[config.mk]
export PLATFORM = sky130hd
export DESIGN_NAME = mat_mul_loader_flat
export DESIGN_NICKNAME = d
export VERILOG_FILES = /design/src/rtl/mat_mul_loader_if.sv /design/src/rtl/mat_mul_loader.sv /design/src/flat_wrapper.sv
export SDC_FILE = /design/constraint.sdc
export NUM_CORES = 1
export LEC_CHECK = 0
export ABC_CLOCK_PERIOD_IN_PS = 3520
export BUFFER_PORTS_ARGS = -buffer_cell sky130_fd_sc_hd__buf_2
export CAP_MARGIN = 20
export CORE_MARGIN = 2
export CORE_UTILIZATION = 35
export CTS_CLUSTER_DIAMETER = 60
export DETAILED_ROUTE_END_ITERATION = 8
export GPL_TIMING_DRIVEN = 1
export PLACE_DENSITY = 0.53
export SLEW_MARGIN = 20
export SYNTH_ARGS = -nofsm -noshare
export SYNTH_HDL_FRONTEND = slang
export SYNTH_SLANG_ARGS = --single-unit
[constraint.sdc]
create_clock -name s00_axi_aclk -period 3.52 [get_ports s00_axi_aclk]
set_input_delay 0.704 -clock s00_axi_aclk [delete_from_list [all_inputs] [get_ports s00_axi_aclk]]
set_output_delay 0.704 -clock s00_axi_aclk [all_outputs]
set_load 0.01 [all_outputs]
[src/rtl/mat_mul_loader_if.sv]
// AXI-Stream style beat bus shared by the loader's upstream and downstream
// ports. A beat transfers on a rising clock edge where tvalid and tready are
// both high; once tvalid is raised, tdata/tlast stay stable until accepted.
interface mat_mul_loader_if #(
  parameter int DATA_WIDTH = 32
);
  logic                  tvalid;
  logic                  tready;
  logic [DATA_WIDTH-1:0] tdata;
  logic                  tlast;

  modport master (output tvalid, output tdata, output tlast, input tready);
  modport slave  (input tvalid, input tdata, input tlast, output tready);
endinterface

[src/rtl/mat_mul_loader.sv]
// mat_mul_loader: feeds one job (matrix A then matrix B, N*N words each,
// row-major) into mat_mul through a 2-entry registered skid buffer, drives
// sel per matrix, regenerates tlast at the end of each matrix, pulses start
// after B has been delivered, and waits for res_last before the next job.
// Optional feature macro: MAT_LOADER_TLAST_CHECK_EN enables a sticky
// err_tlast flag for upstream tlast markers on the wrong beat.
module mat_mul_loader #(
  parameter int DATA_WIDTH = 32,
  parameter int DIM_LOG    = 6
) (
  input  logic                  s00_axi_aclk,
  input  logic                  s00_axi_aresetn,
  mat_mul_loader_if.slave       s00_axis,
  mat_mul_loader_if.master      m00_axis,
  output logic                  sel,
  output logic                  start,
  input  logic                  res_last,
  output logic                  busy,
  output logic                  err_tlast,
  output logic [1:0]            dbg_state
);

  localparam int CW = 2 * DIM_LOG + 1;
  localparam logic [CW-1:0] N2       = {1'b1, {(2 * DIM_LOG){1'b0}}};
  localparam logic [CW-1:0] LAST_IDX = N2 - CW'(1);

  typedef enum logic [1:0] {
    LOAD_A   = 2'd0,
    LOAD_B   = 2'd1,
    START    = 2'd2,
    WAIT_RES = 2'd3
  } state_t;

  state_t                state;
  logic [CW-1:0]         in_cnt;
  logic [CW-1:0]         out_cnt;

  // o_* is the output register seen on m00, k_* is the skid register
  logic                  o_valid;
  logic                  o_last;
  logic [DATA_WIDTH-1:0] o_data;
  logic                  k_valid;
  logic                  k_last;
  logic [DATA_WIDTH-1:0] k_data;

  logic                  loading;
  logic                  in_open;
  logic                  in_fire;
  logic                  out_fire;
  logic                  in_last;
  logic                  mat_done;

  assign loading  = (state == LOAD_A) || (state == LOAD_B);
  // gated by reset so the upstream never sees ready while reset is held
  assign in_open  = s00_axi_aresetn & loading & (in_cnt < N2) & ~(o_valid & k_valid);
  assign in_fire  = s00_axis.tvalid & in_open;
  assign out_fire = o_valid & m00_axis.tready;
  assign in_last  = (in_cnt == LAST_IDX);
  // final beat of the current matrix leaves this cycle; the buffer is then
  // empty because the input closed after N*N accepted beats
  assign mat_done = out_fire & (out_cnt == LAST_IDX);

  assign s00_axis.tready = in_open;
  assign m00_axis.tvalid = o_valid;
  assign m00_axis.tdata  = o_data;
  assign m00_axis.tlast  = o_last;
  assign busy            = ~((state == LOAD_A) && (in_cnt == '0));
  assign dbg_state       = state;

  // job sequencing: matrix counters, sel and the one-cycle start pulse
  always_ff @(posedge s00_axi_aclk or negedge s00_axi_aresetn) begin
    if (!s00_axi_aresetn) begin
      state   <= LOAD_A;
      in_cnt  <= '0;
      out_cnt <= '0;
      sel     <= 1'b0;
      start   <= 1'b0;
    end else begin
      start <= 1'b0;
      case (state)
        LOAD_A, LOAD_B: begin
          if (mat_done) begin
            in_cnt  <= '0;
            out_cnt <= '0;
            if (state == LOAD_A) begin
              state <= LOAD_B;
              sel   <= 1'b1;
            end else begin
              state <= START;
              start <= 1'b1;
            end
          end else begin
            if (in_fire)  in_cnt  <= in_cnt + CW'(1);
            if (out_fire) out_cnt <= out_cnt + CW'(1);
          end
        end
        START: state <= WAIT_RES;
        WAIT_RES: begin
          if (res_last) begin
            state   <= LOAD_A;
            sel     <= 1'b0;
            in_cnt  <= '0;
            out_cnt <= '0;
          end
        end
        default: state <= LOAD_A;
      endcase
    end
  end

  // skid buffer: refill the output register from skid first to keep order
  always_ff @(posedge s00_axi_aclk or negedge s00_axi_aresetn) begin
    if (!s00_axi_aresetn) begin
      o_valid <= 1'b0;
      o_last  <= 1'b0;
      o_data  <= '0;
      k_valid <= 1'b0;
      k_last  <= 1'b0;
      k_data  <= '0;
    end else if (out_fire || !o_valid) begin
      if (k_valid) begin
        o_valid <= 1'b1;
        o_data  <= k_data;
        o_last  <= k_last;
        if (in_fire) begin
          k_data <= s00_axis.tdata;
          k_last <= in_last;
        end else begin
          k_valid <= 1'b0;
        end
      end else if (in_fire) begin
        o_valid <= 1'b1;
        o_data  <= s00_axis.tdata;
        o_last  <= in_last;
      end else begin
        o_valid <= 1'b0;
      end
    end else if (in_fire) begin
      k_valid <= 1'b1;
      k_data  <= s00_axis.tdata;
      k_last  <= in_last;
    end
  end

`ifdef MAT_LOADER_TLAST_CHECK_EN
  // sticky flag: upstream tlast disagrees with the matrix beat index
  always_ff @(posedge s00_axi_aclk or negedge s00_axi_aresetn) begin
    if (!s00_axi_aresetn) begin
      err_tlast <= 1'b0;
    end else if (in_fire && (s00_axis.tlast != in_last)) begin
      err_tlast <= 1'b1;
    end
  end
`else
  assign err_tlast = 1'b0;
`endif

endmodule

[src/flat_wrapper.sv]
// flat-port wrapper written by rule: the top's interface ports become plain ports
module mat_mul_loader_flat 
#(
  parameter int DATA_WIDTH = 32,
  parameter int DIM_LOG    = 6
)
  (s00_axi_aclk, s00_axi_aresetn, sel, start, res_last, busy, err_tlast, dbg_state, s00_axis_tvalid, s00_axis_tdata, s00_axis_tlast, s00_axis_tready, m00_axis_tvalid, m00_axis_tdata, m00_axis_tlast, m00_axis_tready);
  mat_mul_loader_if #(.DATA_WIDTH(DATA_WIDTH)) s00_axis_i ();
  mat_mul_loader_if #(.DATA_WIDTH(DATA_WIDTH)) m00_axis_i ();
  input  logic s00_axi_aclk;
  input  logic s00_axi_aresetn;
  output logic sel;
  output logic start;
  input  logic res_last;
  output logic busy;
  output logic err_tlast;
  output logic [1:0] dbg_state;
  input wire logic [$bits(s00_axis_i.tvalid)-1:0] s00_axis_tvalid;
  input wire logic [$bits(s00_axis_i.tdata)-1:0] s00_axis_tdata;
  input wire logic [$bits(s00_axis_i.tlast)-1:0] s00_axis_tlast;
  output wire logic [$bits(s00_axis_i.tready)-1:0] s00_axis_tready;
  output wire logic [$bits(m00_axis_i.tvalid)-1:0] m00_axis_tvalid;
  output wire logic [$bits(m00_axis_i.tdata)-1:0] m00_axis_tdata;
  output wire logic [$bits(m00_axis_i.tlast)-1:0] m00_axis_tlast;
  input wire logic [$bits(m00_axis_i.tready)-1:0] m00_axis_tready;
  assign s00_axis_i.tvalid = s00_axis_tvalid;
  assign s00_axis_i.tdata = s00_axis_tdata;
  assign s00_axis_i.tlast = s00_axis_tlast;
  assign s00_axis_tready = s00_axis_i.tready;
  assign m00_axis_tvalid = m00_axis_i.tvalid;
  assign m00_axis_tdata = m00_axis_i.tdata;
  assign m00_axis_tlast = m00_axis_i.tlast;
  assign m00_axis_i.tready = m00_axis_tready;
  mat_mul_loader #(.DATA_WIDTH(DATA_WIDTH), .DIM_LOG(DIM_LOG)) u_core (.s00_axi_aclk(s00_axi_aclk), .s00_axi_aresetn(s00_axi_aresetn), .s00_axis(s00_axis_i), .m00_axis(m00_axis_i), .sel(sel), .start(start), .res_last(res_last), .busy(busy), .err_tlast(err_tlast), .dbg_state(dbg_state));
endmodule
* Word level (Yosys, flattened, before mapping)
Cells that the tools add are included.
Storage, ports and cells: word-level logic and storage cells 82, bits of input ports 38, output and inout bits 41, bits in registers 98
Operators by class: bitwise logic cells 9, mux-type cells 33, add/subtract/negate cells 2, equal/unequal tests 11, magnitude comparators 1, reduce and logical (&&, ||, !) cells 15
Operator list (count):
- 32-bit 2-to-1 mux | 5
- 13-bit 2-to-1 mux | 5
- 13-bit case mux with 2 select lines | 2
- 13-bit by 1-bit adder with 13-bit output (second input constant) | 2
- 13-bit by 12-bit equality test with 1-bit output (second input constant) | 2
- 1-bit 2-to-1 mux | 16
- 13-bit zero test | 1
- 13-bit < comparator (second input constant) | 1
- 1-bit AND | 7
- 2-bit 2-to-1 mux | 3
- 2-bit by 1-bit != test with 1-bit output (second input constant) | 3
- 3-bit by 1-bit != test with 1-bit output (second input constant) | 2
- 2-bit case mux with 3 select lines | 1
- 3-bit AND reduction | 2
- 2-bit nonzero test | 3
- 2-bit equality test (second input constant) | 2
- 2-bit AND reduction | 2
- 4-bit AND reduction | 1
- 2-bit by 1-bit equality test with 1-bit output (second input constant) | 1
- 2-bit zero test | 1
- 1-bit logical OR | 2
- 2-bit != test (second input constant) | 1
- 1-bit inverter | 2
- 1-bit case mux with 2 select lines | 1
- 3 further kinds | 3

* Depth between registers and ports, before layout
Gate-level depths: netlist (run 1).
depth in word-level cells 9, gate-level depth with buffers 8, depth with buffers taken out 6

* Least setup slack after synthesis (run 1)
Ideal clock, no wire load.
kind register to output, start reg u_core.state[0], in the netlist u_core.dbg_state[0], end out s00_axis_tready, cell stages (with the launch flop) 6, data required time 2.816 ns, path buffers 1, arrival time 1.634 ns, setup slack 1.182 ns, cell sequence dfrtp_1 > inv_1 > ha_1 > clkbuf_1 > nor2_1 > a2111oi_0
On the way: word-level cells in the longest chain between the ends 5, elaborated cells on any way between the ends 6, those cells by class eq/ne: 1; bitwise: 3; reduce/logical: 2
RTL lines:
- start, declared | RTL line mat_mul_loader.sv:34 | state_t state;
- start signal, assigned | RTL line mat_mul_loader.sv:73 | state <= LOAD_A;
- start signal, assigned | RTL line mat_mul_loader.sv:86 | state <= LOAD_B;
- start signal, assigned | RTL line mat_mul_loader.sv:89 | state <= START;
- 2-bit by 1-bit equality test with 1-bit output / 2-bit zero test (equally long branches) | RTL line mat_mul_loader.sv:53 | assign loading = (state == LOAD_A) || (state == LOAD_B);
- 1-bit logical OR (*) | RTL line mat_mul_loader.sv:53
- 1-bit AND (*) (3 in series) | RTL line mat_mul_loader.sv:55 | assign in_open = s00_axi_aresetn & loading & (in_cnt < N2) & ~(o_valid & k_valid);
- end, declared | RTL line flat_wrapper.sv:21 | output wire logic [$bits(s00_axis_i.tready)-1:0] s00_axis_tready;
Every way passes the cells marked *; elsewhere a longest branch is shown, timed or not.

* Worst setup path in the final report (run 1)
Ends and elaborated chain as after synthesis.

==> out/results.ini, run 1 <==
[outcome]
status=finished clean

[pwr]
p_sw_share_pct=20.76
p_switching_uw=457.1
power_mw=2.202
peakVddDrop_mv=0.2737
cellInternalPower_mw=1.745
combPwrFrac_pct=3.1
p_leak_nw=2.864
p_clk_share_pct=45.8
seqPwrFrac_pct=51.1
powerDensity_mw_per_mm2=386.2

[synthesis]
synth_seq_area_share_pct=50.74
syn_inst=399
synth_cell_types=50
syn_avg_cell_area_um2=12.11
synth_edf_count=0
synth_fp_nets=444
ys.flop_type=dfrtp_1
async_flop_share_pct=100.0
syn_area_mm2=0.004833
synth_warnings=0
ys_seq_elements=98

[grt]
grt_pass1_vias=3483
antenna_found_initial=0
grt_pass1_wl_um=17670
globalRouteTotalUtil_pct=15.26
grt_remaining_overflow=0
grt_max_degree=55

[setup_path]
critPathKind=flip-flop to output port
r2r-start=u_core.dbg_state[1]
reg2reg_slack_ps=1060
critical_path_required_ps=2820
crit_path_end=s00_axis_tready
cp.arrival_ps=1990
r2r_cells=7
worst-path-max-fanout=9
crit_path_end_kind=output port
startpoint=u_core.dbg_state[0]
timing.rr.end=u_core.in_cnt[8]
start_kind=flip-flop

[worst_hold_path]
hp-class=input pin to asynchronous set/reset pin

[clocking]
cts-root-buf=clkbuf_16
h-tree-depth=3
post-cts-setup-buffers=0
ctsLongestPathBuffers=2
cts_resized=0
cts.sinks=98
cts_made_buffers=9
path_clk_slew_ps=70
ctsHoldBuffers=0
clk_latency_ps=350
tritoncts=yes

[timing]
fmax_ghz=0.3708
grt_setup_unrepaired=no
final.setup.tns_ps=0
min_period_ps=2697
setup_violations=0
period_share_pct=76.63
fin_skew_ps=9.025
hold_viol_final=0
maxSlewHeadroom_pct=47.01
drv_slew=0
worst_pin_slew_ps=794.9

[detailed_routing]
firstDrtPassIters=4
wl_per_cell_um=16.24
vias=3451
drt-vias-per-instance=5.293
drt_iter0_drc=156
drc=0
wl_um=10590
ant_nets=0

[floorplan]
die_w_um=121.5
die_y_um=121.5
placeableCoreArea_mm2=0.01335
num_rows=42
start_util_pct=36.21
dieArea_mm2=0.01477
io-pin-count=79

[layout]
layout_common_cells=mux2_2, dfrtp_1, buf_2
layout_commonest_cell=mux2_2
area.growth.synth_to_final_pct=17.97
final_util_pct=42.72
nNetsFinal=516
layout-drive-gt1-share_pct=42.86
diodes=0

[place]
numPortBuffers=76
dp.final_hpwl_um=7094
gp_congestion=0.7609

[job]
maxCapViolations=0

-- sequential cells by signal (all words and copies together), names as in the netlist --
signal and count:
u_core.m00_axis.tvalid 1, u_core.out_cnt 13, u_core.k_valid 1, u_core.in_cnt 13
u_core.k_data 32, u_core.dbg_state 2, u_core.start 1, u_core.m00_axis.tdata 32
u_core.sel 1, u_core.m00_axis.tlast 1, u_core.k_last 1
-- final cells by class --
cell class,instances,area (µm²)
well taps,176,220.2
flip-flops and latches,98,2454
repair buffers,84,442.9
inverters,12,45.04
clock buffers,12,256.5
multi-input cells,266,2233
clock inverters,4,50.05
fillers,1306,7646
-- how the worst min path moves through the flow --
| stage | to | cells past startpoint | slack, ps | start |
|---|---|---|---|---|
| after floorplan | u_core.dbg_state[0] | 0 | 410 | s00_axi_aresetn |
| final | u_core.start | 2 | 480 | s00_axi_aresetn |
| after global routing | u_core.k_data[4] | 1 | 510 | u_core.k_data[4] |
| after CTS | u_core.start | 2 | 500 | s00_axi_aresetn |
| after detailed placement | u_core.k_last | 2 | 480 | u_core.k_last |
| after global placement | u_core.k_last | 2 | 470 | u_core.k_last |
-- cell families after synthesis --
family,Yosys count,synth area share (%)
buf+inv,35,3.288
flops,98,50.74
other cells,1,0.07759
mux,101,23.48
compound gates,60,9.035
simple gates,96,11.36
fa+ha+maj,8,2.019
-- power groups by stage --
stage          clock network (mW)  logic, mW  registers, mW
2_1_floorplan                   0     0.0191           1.15
3_3_place_gp                    0     0.0679           1.15
3_5_place_dp                    0     0.0707           1.15
4_1_cts                      1.04     0.0707           1.13
5_1_grt                      1.08     0.0779           1.12
6_report                     1.01     0.0673           1.13
-- cells in the mapped netlist (3+ instances only) --
cell	n	area, µm²
mux2_2	99	1115
dfrtp_1	98	2452
nand2_1	16	60.06
nand3_1	13	65.06
inv_1	12	45.04
o21ai_0	12	60.06
clkbuf_1	11	41.29
and3_1	10	62.56
nor2_1	10	37.54
a21oi_1	8	40.04
nand4_1	8	50.05
buf_2	7	35.03
ha_1	7	87.58
nor4_1	7	43.79
a211o_1	6	52.55
a22o_1	6	52.55
nor3_1	6	30.03
a221oi_1	5	43.79
o22ai_1	5	31.28
or3_1	4	25.02
or4_1	4	30.03
a21o_1	3	22.52
and4_1	3	26.28
nand2b_1	3	18.77
nor2b_1	3	18.77
-- through the flow --
stage	area, µm²	setup WS [ps]	cells	hold slack [ps]
after floorplan	4833	1182	399	408.4
after global placement	5395	1073	636	471.2
after detailed placement	5395	1078	636	483.4
after CTS	5702	716.4	652	499.6
after global routing	5702	639.3	652	511.9
final	5702	822.8	652	480.2
-- per-layer routing --
metal | GRT usage [%] | wire length [µm] | vias to the layer above
met5 | 0 | 0 | -
met4 | 5.101 | 125 | 0
met3 | 3.524 | 481 | 10
met2 | 25.11 | 5181 | 72
met1 | 19.91 | 4798 | 1744
li1 | - | - | 1625
-- worst max-delay path: stages, from the launching register on --
cell and delay (ps):
dfrtp_1 410, inv_1 150, ha_1 360, nor2_1 120
a2111oi_0 380, buf_2 220
Power figures use the tool's default switching activity.
==> run 2: changes to the inputs <==
--- a/config.mk
+++ b/config.mk
@@ -5,7 +5,7 @@
 export SDC_FILE = /design/constraint.sdc
 export NUM_CORES = 1
 export LEC_CHECK = 0
-export ABC_CLOCK_PERIOD_IN_PS = 3520
+export ABC_CLOCK_PERIOD_IN_PS = 2700
 export BUFFER_PORTS_ARGS = -buffer_cell sky130_fd_sc_hd__buf_2
 export CAP_MARGIN = 20
 export CORE_MARGIN = 2
==> constraint.sdc (replaced) <==
create_clock -name s00_axi_aclk -period 2.7 [get_ports s00_axi_aclk]
set_input_delay 0.54 -clock s00_axi_aclk [delete_from_list [all_inputs] [get_ports s00_axi_aclk]]
set_output_delay 0.54 -clock s00_axi_aclk [all_outputs]
set_load 0.01 [all_outputs]
==> run 2 against run 1 <==
Effect of this change:
- register-to-register slack worse by 690 ps
- core utilization grew 0.35 points
- total power increased by 27%
- via count down 0.55%
- clock power increased by 24%
- sequential power rose by 30%
- routed wire length decreased by 0.96%
- critical endpoint unchanged
- largest cell class unchanged
==> out/results.ini, run 2 (synthesized netlist as in run 1, its figures left out) <==
[layout]
final_util_pct=43.06
layout-drive-gt1-share_pct=43.45
fin_area_mm2=0.005748
nFillCells=1273
layout_commonest_cell=mux2_2
seqCellArea_mm2=0.002454
layout_common_cells=mux2_2, dfrtp_1, buf_2
multi_input_area_mm2=0.002235
diodes=0
area.growth.synth_to_final_pct=18.92
nNetsFinal=521

[worst_hold_path]
hp-class=input pin to flip-flop

[job]
maxCapViolations=0

[timing]
final.setup.tns_ps=0
finalWorstSetupSlack_ps=201.0
maxSlewHeadroom_pct=48.57
grt_setup_unrepaired=no
fin_skew_ps=7.939
period_share_pct=92.56
setup_violations=0
min_period_ps=2499
hold_viol_final=0
fmax_ghz=0.4002
drv_slew=0
worst_pin_slew_ps=771.4

[pwr]
p_sw_share_pct=23.24
cellInternalPower_mw=2.150
p_clk_share_pct=44.5
p_switching_uw=651.0
seqPwrFrac_pct=52.4
powerDensity_mw_per_mm2=487.3
peakVddDrop_mv=0.3138
combPwrFrac_pct=3.2
p_leak_nw=2.896

[floorplan]
die_y_um=121.5
placeableCoreArea_mm2=0.01335
dieArea_mm2=0.01477
num_rows=42
io-pin-count=79
die_w_um=121.5
start_util_pct=36.21

[detailed_routing]
drt-vias-per-instance=5.224
wl_per_cell_um=15.96
wl_um=10490
vias=3432
firstDrtPassIters=4
drc=0
ant_nets=0
drt_iter0_drc=141

[clocking]
post-cts-setup-buffers=0
clk_latency_ps=350
cts.sinks=98
cts_made_buffers=9
cts-root-buf=clkbuf_16
h-tree-depth=3
tritoncts=yes
path_clk_slew_ps=70
ctsLongestPathBuffers=2

[grt]
grt_pass1_vias=3409
grt_remaining_overflow=0
grt_max_degree=51
grt_pass1_wl_um=17150
globalRouteTotalUtil_pct=14.66
antenna_found_initial=0

[setup_path]
worst-path-max-fanout=9
start_kind=flip-flop
crit_path_end_kind=output port
reg2reg_slack_ps=370
cp.arrival_ps=1960
critical_path_required_ps=2160
critPathKind=flip-flop to output port

[place]
dp.final_hpwl_um=7110
post-place-ws_ps=387.9
numPortBuffers=76
dpl_cell_area_mm2=0.005450
gp_congestion=0.7813

[outcome]
status=finished clean

## run 2: cell count changes in the layout (fill, tap and decap cells not counted)
cell,change
buf_12,+2
buf_4,+2
clkbuf_8,-2
clkinv_4,+2
inv_8,+2
a2111oi_0,-1
a2111oi_1,+1
bufinv_16,-1
clkbuf_1,-1
clkinvlp_4,-1
dlygate4sd3_1,+1
inv_6,+1
## run 2: path summary, 6_finish.rpt
check                                     from                  to  cells past startpoint
setup / recovery           u_core.dbg_state[0]     s00_axis_tready                      5
hold / removal               s00_axis_tdata[7]    u_core.k_data[7]                      2
setup reg to reg             u_core.out_cnt[0]  u_core.out_cnt[11]                      5
hold reg to reg              u_core.k_data[28]   u_core.k_data[28]                      1
max in group asynchronous      s00_axi_aresetn      u_core.k_valid                      4
min in group asynchronous      s00_axi_aresetn   u_core.out_cnt[8]                      2
## run 2: per-layer routing
metal / vias up / GRT usage [%] / wire, µm
met4: 0 / 5.388 / 168
li1: 1642 / - / -
met5: - / 0 / 0
met2: 61 / 23.17 / 4963
met3: 13 / 3.102 / 422
met1: 1716 / 19.89 / 4931
## run 2: power groups by stage
stage | logic [mW] | registers [mW] | clock network (mW)
after floorplan | 0.0248 | 1.50 | 0
after global placement | 0.0884 | 1.50 | 0
after detailed placement | 0.0918 | 1.50 | 0
after CTS | 0.0932 | 1.47 | 1.29
after global routing | 0.102 | 1.47 | 1.36
final | 0.0888 | 1.47 | 1.25
## run 2: final cells by class
class / instances / share of cell area [%]
repair buffers: 89 / 8.838
flip-flops and latches: 98 / 42.69
inverters: 12 / 0.7836
clock buffers: 9 / 3.918
well taps: 176 / 3.831
clock inverters: 7 / 1.067
multi-input cells: 266 / 38.88
## run 2: through the flow
step	power, mW	hold slack [ps]	cells
floorplan	1.521	244.4	399
global placement	1.584	346.0	640
detailed placement	1.587	348.0	640
CTS	2.848	422.1	657
global route	2.926	424.3	657
finish	2.801	432.9	657
## run 2: critical path, cell delays in order, from the launching register on
cell and delay [ps]:
dfrtp_1 420, inv_1 150, ha_1 340, nor2_1 130, a2111oi_1 360, buf_2 210
## run 2: repair_timing
action / CTS / global route
hold buffers: 1 / 0
hold endpoints to repair: 2 / 0
setup endpoints to repair: 0 / 1
gates resized for setup: 0 / 1
==> run 3: changes to the inputs <==
--- a/config.mk
+++ b/config.mk
@@ -14,6 +14,7 @@
 export DETAILED_ROUTE_END_ITERATION = 8
 export GPL_TIMING_DRIVEN = 1
 export PLACE_DENSITY = 0.53
+export RECOVER_POWER = 25
 export SLEW_MARGIN = 20
 export SYNTH_ARGS = -nofsm -noshare
 export SYNTH_HDL_FRONTEND = slang
==> run 3 against run 2 <==
Effect of this change:
- via count is 0.12% lower
- first-iteration DRC count is 7.8% higher
- cell count stayed put
- routed wire length is 0.11% higher
- total power hardly changed
- largest cell class unchanged
==> out/results.ini, run 3 (synthesized netlist as in run 1, its figures left out) <==
[worst_hold_path]
hp-class=input pin to flip-flop

[floorplan]
io-pin-count=79
placeableCoreArea_mm2=0.01335
die_w_um=121.5
dieArea_mm2=0.01477
start_util_pct=36.21
num_rows=42
die_y_um=121.5

[setup_path]
worst-path-max-fanout=5
crit_path_end_kind=output port
cp.arrival_ps=2010
critPathKind=input pin to output port
start_kind=input pin
critical_path_required_ps=2160

[detailed_routing]
wl_um=10500
drt-vias-per-instance=5.218
wl_per_cell_um=15.98
firstDrtPassIters=4
ant_nets=0
drt_iter0_drc=152
vias=3428
drc=0

[outcome]
status=finished clean

[timing]
maxSlewHeadroom_pct=48.63
finalWorstSetupSlack_ps=153.3
grt_setup_unrepaired=no
hold_viol_final=0
min_period_ps=2547
period_share_pct=94.32
fmax_ghz=0.3927
drv_slew=0
worst_pin_slew_ps=770.5
final.setup.tns_ps=0
fin_skew_ps=7.897
setup_violations=0
holdWs_ps=433.1

[job]
maxCapViolations=0

[layout]
area.growth.synth_to_final_pct=17.99
layout.cells.non_filler=657
final_util_pct=42.73
layout_commonest_cell=mux2_2
diodes=0
fin_area_mm2=0.005703
layout_common_cells=mux2_2, dfrtp_1, buf_2
layout-drive-gt1-share_pct=36.38
nNetsFinal=521

[clocking]
ctsLongestPathBuffers=2
h-tree-depth=3
path_clk_slew_ps=70
tritoncts=yes
cts.sinks=98
post-cts-setup-buffers=0
cts-root-buf=clkbuf_16
clk_latency_ps=350
cts_made_buffers=9

[pwr]
p_sw_share_pct=23.25
p_switching_uw=651.0
cellInternalPower_mw=2.149
seqPwrFrac_pct=52.4
power_mw=2.800
peakVddDrop_mv=0.3148
combPwrFrac_pct=3.1
p_clk_share_pct=44.5
p_leak_nw=2.746
powerDensity_mw_per_mm2=491.0

[place]
dpl_cell_area_mm2=0.005450
dp.final_hpwl_um=7110
place_inst=640
numPortBuffers=76
gp_congestion=0.7813
post-place-ws_ps=387.9

[grt]
grt_max_degree=51
globalRouteTotalUtil_pct=14.66
antenna_found_initial=0
grt_remaining_overflow=0
grt_pass1_vias=3409
grt_pass1_wl_um=17150

==> run 3: power by group through the flow <==
stage | Combinational, mW | Sequential, mW | Clock [mW]
floorplan | 0.0248 | 1.50 | 0
global placement | 0.0884 | 1.50 | 0
detailed placement | 0.0918 | 1.50 | 0
CTS | 0.0932 | 1.47 | 1.29
global route | 0.102 | 1.47 | 1.36
finish | 0.0879 | 1.47 | 1.25
==> run 3: critical path, cell delays in order <==
cell           delay, ps
dlygate4sd3_1        520
clkbuf_1             250
inv_1                 70
a2111oi_1            410
buf_2                220
==> run 3: path summary, 6_finish.rpt <==
kind	endpoint	depth (start not counted)	slack, ps	start
setup / recovery	s00_axis_tready	5	150	s00_axi_aresetn
hold / removal	u_core.k_data[31]	2	430	s00_axis_tdata[31]
setup reg to reg	u_core.out_cnt[11]	5	370	u_core.out_cnt[0]
hold reg to reg	u_core.k_data[28]	1	500	u_core.k_data[28]
max in group asynchronous	u_core.k_valid	4	570	s00_axi_aresetn
min in group asynchronous	u_core.out_cnt[8]	2	570	s00_axi_aresetn
==> run 3: area by class of cell <==
| cell class | count | area (µm²) |
|---|---|---|
| Fill cell | 1292 | 7645 |
| Clock buffer | 9 | 225.2 |
| Tap cell | 176 | 220.2 |
| Multi-Input combinational cell | 266 | 2235 |
| Sequential cell | 98 | 2454 |
| Timing Repair Buffer | 89 | 462.9 |
| Inverter | 12 | 45.04 |
| Clock inverter | 7 | 61.31 |
==> run 3: layer usage <==
layer | vias up | part of all wire (%) | track usage (%)
met5 | - | 0 | 0
met4 | 0 | 1.5 | 5.388
met3 | 11 | 4.2 | 3.102
met2 | 64 | 47 | 23.17
met1 | 1710 | 47 | 19.89
li1 | 1643 | - | -
==> run 3: repair_timing <==
item                                   in CTS  in global routing
hold buffers                                1                  0
resized for setup                           0                  1
setup endpoints to repair                   0                  1
endpoints found under the hold margin       2                  0
